[config.mk]
export PLATFORM = sky130hd
export DESIGN_NAME = scan_dff_bank
export DESIGN_NICKNAME = d
export VERILOG_FILES = /design/src/rtl/scan_pkg.sv /design/src/rtl/scan_shift_ctrl.sv /design/src/rtl/scan_dff_bank.sv
export SDC_FILE = /design/constraint.sdc
export NUM_CORES = 1
export LEC_CHECK = 0
export CAP_MARGIN = 20
export CORE_MARGIN = 8
export CORE_UTILIZATION = 40
export CTS_CLUSTER_SIZE = 16
export DETAILED_ROUTE_END_ITERATION = 7
export PLACE_DENSITY = 0.83
export SLEW_MARGIN = 20
export SYNTH_ARGS = -nofsm -noshare
export SYNTH_HDL_FRONTEND = slang
export SYNTH_HIERARCHICAL = 1
export SYNTH_SLANG_ARGS = --single-unit
[constraint.sdc]
create_clock -name CK -period 3.95 [get_ports CK]
set_clock_uncertainty 0.15 [all_clocks]
set_input_delay 0.79 -clock CK [delete_from_list [all_inputs] [get_ports CK]]
set_output_delay 0.79 -clock CK [all_outputs]
set_load 0.1 [all_outputs]
[src/rtl/scan_pkg.sv]
// Shared types and sizing helpers for the scan register bank and its shift sequencer.
package scan_pkg;

    typedef enum logic [1:0] {
        IDLE  = 2'd0,
        SHIFT = 2'd1,
        DONE  = 2'd2
    } scan_state_t;

    function automatic int chain_len(input int width, input int chains);
        // Guard against a zero divisor so the elaboration check can report it cleanly.
        return (chains < 1) ? width : width / chains;
    endfunction

    function automatic int cnt_width(input int len);
        return (len < 1) ? 1 : $clog2(len + 1);
    endfunction

endpackage

[src/rtl/scan_shift_ctrl.sv]
// Auto-shift sequencer: accepts a request in IDLE, counts SLEN shift cycles down, then pulses done.
//
// state | meaning
// IDLE  | waiting for a shift request
// SHIFT | shifting all chains, one bit per cycle, counter holds shifts remaining
// DONE  | one-cycle completion pulse, requests ignored
module scan_shift_ctrl
    import scan_pkg::*;
#(
    parameter int CW = 3
) (
    input  logic          clk_i,
    input  logic          rst_b_i,
    input  logic          sreq_i,
    input  logic [CW-1:0] slen_i,
    output logic          shift_en_o,
    output logic          sbusy_o,
    output logic          sdone_o
);

    scan_state_t   state_q, state_d;
    logic [CW-1:0] cnt_q, cnt_d;

    always_ff @(posedge clk_i) begin
        if (!rst_b_i) begin
            state_q <= IDLE;
            cnt_q   <= '0;
        end else begin
            state_q <= state_d;
            cnt_q   <= cnt_d;
        end
    end

    always_comb begin
        state_d = state_q;
        cnt_d   = cnt_q;
        case (state_q)
            IDLE: begin
                if (sreq_i) begin
                    if (slen_i != '0) begin
                        state_d = SHIFT;
                        cnt_d   = slen_i;
                    end else begin
                        state_d = DONE;
                    end
                end
            end
            SHIFT: begin
                cnt_d = cnt_q - CW'(1);
                // The edge seen with one shift left performs that last shift.
                if (cnt_q == CW'(1)) begin
                    state_d = DONE;
                end
            end
            DONE:    state_d = IDLE;
            default: state_d = IDLE;
        endcase
    end

    assign shift_en_o = (state_q == SHIFT);
    assign sbusy_o    = (state_q == SHIFT);
    assign sdone_o    = (state_q == DONE);

endmodule

[src/rtl/scan_dff_bank.sv]
// Bank of muxed-scan flops split into CHAINS equal chains, with manual and counted auto-shift.
module scan_dff_bank
    import scan_pkg::*;
#(
    parameter int WIDTH  = 8,
    parameter int CHAINS = 1,
    localparam int L     = chain_len(WIDTH, CHAINS),
    localparam int CW    = cnt_width(L)
) (
    input  logic              CK,
    input  logic              RB,
    input  logic [WIDTH-1:0]  D,
    input  logic              EN,
    input  logic              SEL,
    input  logic [CHAINS-1:0] TD,
    input  logic              SREQ,
    input  logic [CW-1:0]     SLEN,
    output logic [WIDTH-1:0]  Q,
    output logic [CHAINS-1:0] TQ,
    output logic              SBUSY,
    output logic              SDONE
);

    if (CHAINS < 1 || (WIDTH % CHAINS) != 0) begin : g_bad_cfg
        $error("scan_dff_bank: CHAINS must be >= 1 and divide WIDTH");
    end

    logic [WIDTH-1:0] q_q, q_d;
    logic             shift_en;

    scan_shift_ctrl #(
        .CW (CW)
    ) u_ctrl (
        .clk_i      (CK),
        .rst_b_i    (RB),
        .sreq_i     (SREQ),
        .slen_i     (SLEN),
        .shift_en_o (shift_en),
        .sbusy_o    (SBUSY),
        .sdone_o    (SDONE)
    );

    // An auto-shift in progress overrides both manual shift and functional load.
    always_comb begin
        q_d = q_q;
        if (shift_en || SEL) begin
            for (int c = 0; c < CHAINS; c++) begin
                q_d[c*L] = TD[c];
                for (int k = 1; k < L; k++) begin
                    q_d[c*L + k] = q_q[c*L + k - 1];
                end
            end
        end else if (EN) begin
            q_d = D;
        end
    end

    always_ff @(posedge CK) begin
        if (!RB) begin
            q_q <= '0;
        end else begin
            q_q <= q_d;
        end
    end

    for (genvar c = 0; c < CHAINS; c++) begin : g_tq
        assign TQ[c] = q_q[c*L + L - 1];
    end

    assign Q = q_q;

endmodule

==> metrics.md, run 1 <==
| Metric | Value |
|---|---|
| Synth top cells by count | `14 x dfxtp_1, 9 x o311a_1, 8 x mux2_4, 8 x o21bai_1` |
| Layout cell share with drive strength beyond 1 | `0.154` |
| Final net count | `126` |
| Unrepaired setup endpoints after global routing | `no` |
| Startpoint types | `flip-flop` |
| Most common cell in the netlist | `dfxtp_1` |
| Main synth FF type | `dfxtp_1` |
| Worst-margin pin slew | `about 1 ns` |
| Hold-fix buffers, CTS | `0` |
| Area of the multi-input gates | `503 um2` |
| Seq cells post-synth | `14` |
| HP Class | `flip-flop to flip-flop` |
| Core region area | `a little under 2000 um2` |
| Placed inst area | `1110 um2` |
| CTS resizes | `0` |
| Dpl hpwl | `1470 um` |
| Critical-path maximum fanout | `6` |
| DR DRC count | `0` |
| Starting Density | `0.427` |
| Initial antenna violation count | `0` |
| Die area | `approximately 3800 um2` |
| Flop2flop setup slack | `about 2.5 ns` |
| TritonCTS clock tree | `done` |
| Total internal power | `roughly 0.27 mW` |
| Count of final setup violators | `0` |
| Kind of end point of the critical path | `primary output` |
| Worst Path Required | `approximately 3 ns` |
| Syn Inst Count | `81` |
| Final ANT Viol Nets | `0` |
| IO Pins | `29` |
| Drt pass-1 iters | `4` |
| Switching part of the total | `0.413` |
| CP cell instances | `nor2b_1 > clkdlybuf4s50_1` |
| Root Buffer | `clkbuf_4` |
| Design area | `approximately 1100 um2` |
| DR vias | `~730` |
| DR iter-0 viols | `23` |
| Arrival time worst endpoint | `1.97 ns` |
| Final Routed Wirelength | `1980 um` |
| Crit path max-delay cell type | `clkdlybuf4s50_1` |
| Sequential area share after synthesis | `0.331` |
| Switch Pwr | `around 0.19 mW` |
| Setup repair bufs after CTS | `0` |
| Status | `finished, final reports clean` |
| Vias per cell | `5.56` |
| Post-synth EDFFs | `0` |
| Post-Synthesis Cell Area | `846 um2` |
| Gpl congestion | `0.783` |
| WL/cell | `15.1 um` |
| Lkg Pwr | `~0.47 nW` |
| Yosys top cell area share | `0.331` |
| Die Y | `between 60 and 70 um` |
| Cell variety after synth | `33` |
| Max-slew headroom | `0.347` |
| Maximum VDD drop | `0.257 mV` |
| Mapped Avg Cell Area | `between 10 and 15 um2` |
| Top cells by area, synth | `dfxtp_1 33%, mux2_4 14%, o311a_1 11%` |
| FILL cells | `between 150 and 200` |
| Fin util | `0.571` |
| Clock network power share | `0.170` |
| Area grow syn2layout | `33.9%` |
| Crit-path max cell delay | `~1.1 ns` |
| H-tree levels | `1` |
| First-pass GRT wire length | `3250 um` |
| Largest area contributor in the netlist | `dfxtp_1` |
| Total CTS buffers | `3` |
| Largest net degree at the start of global routing | `22` |
| Clock latency on the worst-skew pair | `0.27 ns` |
| Register Area | `280 um2` |
| Syn_nets | `101` |
| Synth warn | `6` |
| Clock Sinks | `14` |
| Fin. max-slew vios | `0` |
| Remaining global-route overflow | `0` |
| Fmax | `344 MHz` |
| Max Cap Viol | `0` |
| Final period util | `0.737` |
| Comb power frac | `0.447` |
| Tmin final | `roughly 2.9 ns` |
| Setup Crit Path Kind | `flip-flop to primary output` |
| Ys async rst share | `0` |
| WP buf/inv | `1` |
| Hold slack | `0.370 ns` |
| Largest delay contributor family on the critical path | `buffers and inverters` |
| Vias in the first global route | `765` |
| # diodes | `0` |
| CTS max path bufs | `2` |
| Clock slew at reported path FFs | `0.08 ns` |
| Setup_tns | `0 ns` |
| Fin. Hold Viols | `0` |
| Total track usage | `0.110` |
| PwrDens | `between 400 and 500 nW/um2` |
| # port buffers | `28` |
| Row count | `16` |
| Die width | `62.0 um` |
| Sequential share of power | `0.382` |
==> cell usage in the layout, fill, tap and decap left out, types with 2 or more instances in the layout <==
cell type and instances:
mux2_4 8, dfxtp_1 14, ha_1 2, clkbuf_4 3
o211ai_1 2, nand2b_1 2, a21oi_1 3, clkdlybuf4s50_1 27
nand3_1 2, o21a_1 2, nor4_1 2, inv_1 3
o311a_1 9, o21bai_1 8
==> state kept, by name, summed over array words and instances, names as in the netlist <==
signal / cells
u_ctrl/state_q: 2
Q: 8
u_ctrl/cnt_q: 4
==> power groups by stage <==
stage / clock [mW] / combinational, mW / sequential, mW
after floorplan: 0 / 0.0969 / 0.233
after global placement: 0 / 0.201 / 0.175
after detailed placement: 0 / 0.203 / 0.177
after CTS: 0.0826 / 0.204 / 0.174
after global routing: 0.0887 / 0.214 / 0.177
final: 0.0774 / 0.203 / 0.174
==> logic make-up (layout without fill, tap and decap cells) <==
kind of cell    Yosys count  after routing  synth area share
fa+ha+maj                 2              2            0.0296
compound gates           30             30             0.288
buf+inv                  12             35            0.0740
simple gates             15             15             0.135
flops                    14             14             0.331
mux                       8              8             0.142
==> layer usage <==
layer,share of wire,routed length [um],vias to the layer above,GRT usage
li1,-,-,364,-
met1,0.45,886,333,0.121
met2,0.44,862,32,0.183
met3,0.11,227,0,0.0432
met4,0,0,0,0.0487
met5,0,0,-,0
==> per-stage QoR <==
stage | cells | power, mW | setup slack [ns]
floorplan | 81 | 0.330 | 1.28
global placement | 128 | 0.376 | 1.36
detailed placement | 128 | 0.380 | 1.36
CTS | 131 | 0.460 | 1.03
global route | 131 | 0.480 | 0.957
finish | 131 | 0.454 | 1.04
==> final timing paths <==
kind	from	end	cells past startpoint
worst min register to register	u_ctrl/state_q[1]$_SDFFE_PN0P_	u_ctrl/state_q[1]$_SDFFE_PN0P_	1
worst max register to register	u_ctrl/state_q[1]$_SDFFE_PN0P_	u_ctrl/cnt_q[2]$_SDFFE_PN0P_	4
worst min-delay path	u_ctrl/state_q[1]$_SDFFE_PN0P_	u_ctrl/state_q[1]$_SDFFE_PN0P_	1
worst max-delay path	u_ctrl/state_q[1]$_SDFFE_PN0P_	SDONE	2
==> final cells by class <==
cell class                 instances  area share
inverter                           4      0.0133
timing repair buffer              28       0.245
multi-input combinational         55       0.444
tap                               27      0.0298
sequential                        14       0.248
clock buffer                       3      0.0199
Note: power is estimated with default switching activity, not from simulation.
==> inputs of run 2 (changes only) <==
==> constraint.sdc (replaced) <==
create_clock -name CK -period 3 [get_ports CK]
set_clock_uncertainty 0.15 [all_clocks]
set_input_delay 0.6 -clock CK [delete_from_list [all_inputs] [get_ports CK]]
set_output_delay 0.6 -clock CK [all_outputs]
set_load 0.1 [all_outputs]
==> metrics.md, run 2 (synthesis results as in run 1) <==
| Metric | Value |
|---|---|
| Core region area | `1980 um2 (unchanged)` |
| Hold-fix buffers, CTS | `0 (unchanged)` |
| DR iter-0 viols | `21 (-8.7%)` |
| Drt pass-1 iters | `4 (unchanged)` |
| Gpl congestion | `0.769 (-1.7%)` |
| Largest delay contributor family on the critical path | `buffers and inverters` |
| Clock slew at reported path FFs | `0.08 ns (about the same)` |
| Maximum VDD drop | `0.263 mV (+2.4%)` |
| Worst Path Required | `2.25 ns (-0.76 ns)` |
| Met3 Routed Length | `215 um (-5.3%)` |
| Min-delay src | `u_ctrl/state_q[1]$_SDFFE_PN0P_` |
| DR vias | `729 (unchanged)` |
| Most frequent cells in the layout | `17 x clkdlybuf4s50_1, 14 x dfxtp_1, 11 x buf_4` |
| Tmin final | `2.31 ns` |
| Largest register FFs | `8 (unchanged)` |
| Vias in the first global route | `734 (-4.1%)` |
| Kind of end point of the critical path | `primary output` |
| Status | `finished, final reports clean` |
| Startpoint types | `flip-flop` |
| # diodes | `0 (unchanged)` |
| CTS max path bufs | `2 (unchanged)` |
| Worst-margin pin slew | `0.570 ns (-0.406 ns)` |
| FF-to-FF path depth | `4 (unchanged)` |
| Finished Layout Cells | `131 (unchanged)` |
| Clock Sinks | `14 (unchanged)` |
| Clock latency on the worst-skew pair | `0.27 ns (about the same)` |
| HP Class | `flip-flop to flip-flop` |
| H-tree levels | `1 (unchanged)` |
| Crit path max-delay cell type | `dfxtp_1` |
| # port buffers | `28 (unchanged)` |
| Max-slew headroom | `0.618 (+0.271)` |
| WL/cell | `16.2 um (+7.2%)` |
| Dpl hpwl | `1540 um (+4.7%)` |
| Root Buffer | `clkbuf_4` |
| First-pass GRT wire length | `3350 um (+3.0%)` |
| Crit-path max cell delay | `0.49 ns (-0.65 ns)` |
| CP endpoint | `SBUSY` |
| FF-to-FF Start | `u_ctrl/state_q[1]$_SDFFE_PN0P_` |
| Final Routed Wirelength | `2120 um (+7.2%)` |
| Fin. max-slew vios | `0 (unchanged)` |
| Most common cell after layout, fill and taps aside | `clkdlybuf4s50_1` |
| Die width | `62.0 um (unchanged)` |
| Final net count | `126 (unchanged)` |
| Die Y | `62.0 um (unchanged)` |
| Vias per cell | `5.56 (unchanged)` |
| CP cell instances | `nand2b_2 > inv_2 > buf_4` |
| Layout cell share with drive strength beyond 1 | `0.250 (+0.0962)` |
| Count of final setup violators | `0 (unchanged)` |
| CTS resizes | `0 (unchanged)` |
| TritonCTS clock tree | `done` |
| Largest net degree at the start of global routing | `22 (unchanged)` |
| Final period util | `0.772` |
| Die area | `3840 um2 (unchanged)` |
| Row count | `16 (unchanged)` |
| WL met2 | `910 um (+5.6%)` |
| Lkg Pwr | `0.482 nW (+3.5%)` |
| FILL cells | `184 (+6.4%)` |
| Remaining global-route overflow | `0 (unchanged)` |
| IO Pins | `29 (unchanged)` |
| Final ANT Viol Nets | `0 (unchanged)` |
| Placed Cells incl. Taps | `128 (unchanged)` |
| Max Cap Viol | `0 (unchanged)` |
| WP buf/inv | `2 (+1)` |
| Setup repair bufs after CTS | `0 (unchanged)` |
| Flop2flop setup slack | `1.48 ns (-0.98 ns)` |
| RR Endpoint | `u_ctrl/cnt_q[2]$_SDFFE_PN0P_` |
| DR DRC count | `0 (unchanged)` |
| Crit path from | `u_ctrl/state_q[0]$_SDFFE_PN0P_` |
| Critical path depth | `3 (+1)` |
| Fin. Hold Viols | `0 (unchanged)` |
| Max Used Layer | `met4` |
| Total track usage | `0.114 (+0.00424)` |
| Hold Path Cell Cnt | `1 (unchanged)` |
| Fmax | `432 MHz` |
| PwrDens | `538 nW/um2 (+34%)` |
| Setup Crit Path Kind | `flip-flop to primary output` |
| Initial antenna violation count | `0 (unchanged)` |
| M1 wire length | `992 um (+12%)` |
| Area grow syn2layout | `30.9%` |
| Starting Density | `0.427 (unchanged)` |
| Unrepaired setup endpoints after global routing | `no` |
| Setup_tns | `0 ns (unchanged)` |
| Total CTS buffers | `3 (unchanged)` |
| Arrival time worst endpoint | `1.56 ns (-0.41 ns)` |
| Critical-path maximum fanout | `21 (+15)` |
run 2: per-stage QoR:
step / total power, mW / utilization / setup WS [ns] / cell area [um2] / hold WS (ns)
after floorplan: 0.435 / - / 0.525 / 846 / 0.315
after global placement: 0.491 / 0.547 / 0.712 / 1080 / 0.367
after detailed placement: 0.498 / 0.547 / 0.694 / 1080 / 0.378
after CTS: 0.601 / 0.559 / 0.678 / 1110 / 0.400
after global routing: 0.629 / 0.559 / 0.547 / 1110 / 0.451
final: 0.596 / 0.559 / 0.685 / 1110 / 0.403
run 2: worst register-to-register path, stage by stage, from the launching register on:
cell,delay [ns]
dfxtp_1,0.42
nand2b_2,0.21
inv_2,0.16
and2_1,0.20
o311a_1,0.27
run 2: cell type report:
cell class                      instances  area (um2)  area share
Clock buffer                            3        22.5      0.0203
Tap cell                               27        33.8      0.0305
Multi-Input combinational cell         55         503       0.454
Inverter                                4        15.0      0.0136
Sequential cell                        14         280       0.253
Timing Repair Buffer                   28         253       0.228
run 2: metal layers:
layer / up-vias / GRT usage
li1: 360 / -
met1: 334 / 0.145
met2: 33 / 0.176
met3: 2 / 0.0370
met4: 0 / 0.0422
met5: - / 0
run 2: power breakdown:
part           total (mW)  leakage (nW)  internal, mW  switching (mW)
logic               0.265         0.352        0.0930           0.172
registers           0.230         0.116         0.207          0.0222
clock network       0.102        0.0138        0.0464          0.0556
total               0.596         0.482         0.347           0.249
run 2: how the worst min path moves through the flow:
| stage | to | slack (ns) |
|---|---|---|
| final | u_ctrl/state_q[1]$_SDFFE_PN0P_ | 0.40 |
| after global routing | u_ctrl/cnt_q[0]$_SDFFE_PN0P_ | 0.45 |
| after CTS | u_ctrl/state_q[1]$_SDFFE_PN0P_ | 0.40 |
| after detailed placement | u_ctrl/state_q[1]$_SDFFE_PN0P_ | 0.38 |
| after global placement | u_ctrl/state_q[1]$_SDFFE_PN0P_ | 0.37 |
| after floorplan | u_ctrl/state_q[1]$_SDFFE_PN0P_ | 0.31 |
==> inputs of run 3 (changes only) <==
--- a/config.mk
+++ b/config.mk
@@ -10,7 +10,7 @@
 export CORE_UTILIZATION = 40
 export CTS_CLUSTER_SIZE = 16
 export DETAILED_ROUTE_END_ITERATION = 7
-export PLACE_DENSITY = 0.83
+export PLACE_DENSITY = 0.86
 export SLEW_MARGIN = 20
 export SYNTH_ARGS = -nofsm -noshare
 export SYNTH_HDL_FRONTEND = slang
==> constraint.sdc (replaced) <==
create_clock -name CK -period 2 [get_ports CK]
set_clock_uncertainty 0.15 [all_clocks]
set_input_delay 0.4 -clock CK [delete_from_list [all_inputs] [get_ports CK]]
set_output_delay 0.4 -clock CK [all_outputs]
set_load 0.1 [all_outputs]
==> metrics.md, run 3 (synthesis results as in run 1) <==
| Metric | Value |
|---|---|
| DR DRC count | `0 (unchanged)` |
| CTS resizes | `0 (unchanged)` |
| H-tree levels | `1 (unchanged)` |
| Core region area | `1980 um2 (unchanged)` |
| Vias in the first global route | `720 (-1.9%)` |
| Total track usage | `0.105 (-0.00968)` |
| # port buffers | `28 (unchanged)` |
| WL/cell | `14.4 um (-11%)` |
| TritonCTS clock tree | `done` |
| Startpoint types | `flip-flop` |
| CP cell instances | `nand2b_2 > inv_4 > buf_12` |
| Setup Crit Path Kind | `flip-flop to primary output` |
| Setup repair bufs after CTS | `0 (unchanged)` |
| First-pass GRT wire length | `3130 um (-6.6%)` |
| IO Pins | `29 (unchanged)` |
| Crit path max-delay cell type | `dfxtp_1` |
| Die area | `3840 um2 (unchanged)` |
| Remaining global-route overflow | `0 (unchanged)` |
| Fin worst setup slack | `0.153 ns (-0.532 ns)` |
| Final Routed Wirelength | `1930 um (-9.1%)` |
| Vias per cell | `5.47 (-1.7%)` |
| Final ANT Viol Nets | `0 (unchanged)` |
| Starting Density | `0.427 (unchanged)` |
| Final net count | `128 (+1.6%)` |
| Maximum VDD drop | `0.527 mV (+100%)` |
| Clock Sinks | `14 (unchanged)` |
| Placed inst area | `1250 um2 (+15%)` |
| Lkg Pwr | `0.541 nW (+12%)` |
| Row count | `16 (unchanged)` |
| Initial antenna violation count | `0 (unchanged)` |
| Kind of end point of the critical path | `primary output` |
| Largest register FFs | `8 (unchanged)` |
| Fin. Hold Viols | `0 (unchanged)` |
| Count of final setup violators | `0 (unchanged)` |
| Register Area | `282 um2 (+0.45%)` |
| FF-to-FF Start | `u_ctrl/state_q[1]$_SDFFE_PN0P_` |
| HP Class | `flip-flop to flip-flop` |
| Area of the multi-input gates | `505 um2 (+0.50%)` |
| Largest delay contributor family on the critical path | `buffers and inverters` |
| Tmin final | `1.85 ns` |
| Most common cell after layout, fill and taps aside | `clkdlybuf4s50_1` |
| Clock slew at reported path FFs | `0.08 ns (about the same)` |
| Final Power | `1.01 mW (+69%)` |
| Crit-path max cell delay | `0.36 ns (-0.13 ns)` |
| Status | `finished, final reports clean` |
| Total CTS buffers | `3 (unchanged)` |
| # diodes | `0 (unchanged)` |
| DR vias | `733 (+0.55%)` |
| Hold-fix buffers, CTS | `0 (unchanged)` |
| Gpl congestion | `0.887 (+15%)` |
| PwrDens | `781 nW/um2 (+45%)` |
| Final period util | `0.923` |
| Drt pass-1 iters | `4 (unchanged)` |
| Root Buffer | `clkbuf_4` |
| Die Y | `62.0 um (unchanged)` |
| WP buf/inv | `2 (unchanged)` |
| Largest net degree at the start of global routing | `22 (unchanged)` |
| Crit path from | `u_ctrl/state_q[1]$_SDFFE_PN0P_` |
| CTS max path bufs | `2 (unchanged)` |
| Unrepaired setup endpoints after global routing | `no` |
| Dpl hpwl | `1470 um (-4.7%)` |
| Arrival time worst endpoint | `1.30 ns (-0.26 ns)` |
| Die width | `62.0 um (unchanged)` |
| Setup_tns | `0 ns (unchanged)` |
| DR iter-0 viols | `13 (-38%)` |
| Most frequent cells in the layout | `17 x clkdlybuf4s50_1, 13 x dfxtp_1, 12 x buf_12` |
| Worst Path Required | `1.45 ns (-0.80 ns)` |
| Worst-margin pin slew | `0.521 ns (-0.0497 ns)` |
| Clock latency on the worst-skew pair | `0.27 ns (about the same)` |
| Hold slack | `0.399 ns (-0.00321 ns)` |
| Fin. max-slew vios | `0 (unchanged)` |
| FILL cells | `147 (-20%)` |
| Fmax | `around 540 MHz` |
| Min-delay src | `u_ctrl/state_q[1]$_SDFFE_PN0P_` |
| Max Cap Viol | `0 (unchanged)` |
| Critical-path maximum fanout | `21 (unchanged)` |
| Max-slew headroom | `0.652 (+0.0333)` |
| Design area | `1290 um2 (+17%)` |
| Layout cell share with drive strength beyond 1 | `0.290 (+0.0397)` |
| Area grow syn2layout | `52.8%` |
| Worst slack at placement | `0.00185 ns (-0.692 ns)` |
run 3: changes by cell type in the layout (fill, tap and decap cells not counted), sizes merged:
cell,previous run,this run
clkbuf,3,4
buf,11,13
run 3: cell type report:
cell class                 count  share of cell area
tap                           27              0.0261
clock buffer                   4              0.0281
inverter                       4              0.0136
sequential                    14               0.218
timing repair buffer          30               0.323
multi-input combinational     55               0.391
run 3: through the flow:
stage / utilization / std cells
6_report: 0.652 / 134
5_1_grt: 0.652 / 134
4_1_cts: 0.650 / 134
3_5_place_dp: 0.632 / 130
3_3_place_gp: 0.632 / 130
2_1_floorplan: - / 81
run 3: path summary, 6_finish.rpt:
check / slack [ns] / cells past startpoint / to
worst max-delay path: 0.15 / 3 / SBUSY
worst min-delay path: 0.40 / 1 / u_ctrl/state_q[1]$_SDFFE_PN0P_
worst max register to register: 0.54 / 4 / u_ctrl/cnt_q[2]$_SDFFE_PN0P_
worst min register to register: 0.40 / 1 / u_ctrl/state_q[1]$_SDFFE_PN0P_
run 3: per-layer routing:
layer | share of wire | track usage | up-vias
met1 | 0.45 | 0.126 | 339
li1 | - | - | 369
met3 | 0.11 | 0.0370 | 2
met4 | 0.0031 | 0.0292 | 0
met2 | 0.44 | 0.171 | 23
met5 | 0 | 0 | -
run 3: worst register-to-register path, delay by kind of cell (launching register included):
kind / cells / cell delay [ns]
flip-flops: 1 / 0.42
buffers and inverters: 1 / 0.12
AO/OA/AOI/OAI: 1 / 0.28
AND/OR/NAND/NOR: 2 / 0.39
run 3: report_power, final:
group          switching [mW]  leakage, nW  internal [mW]
logic                   0.259        0.403          0.200
clock network          0.0843       0.0210          0.110
registers              0.0429        0.116          0.312
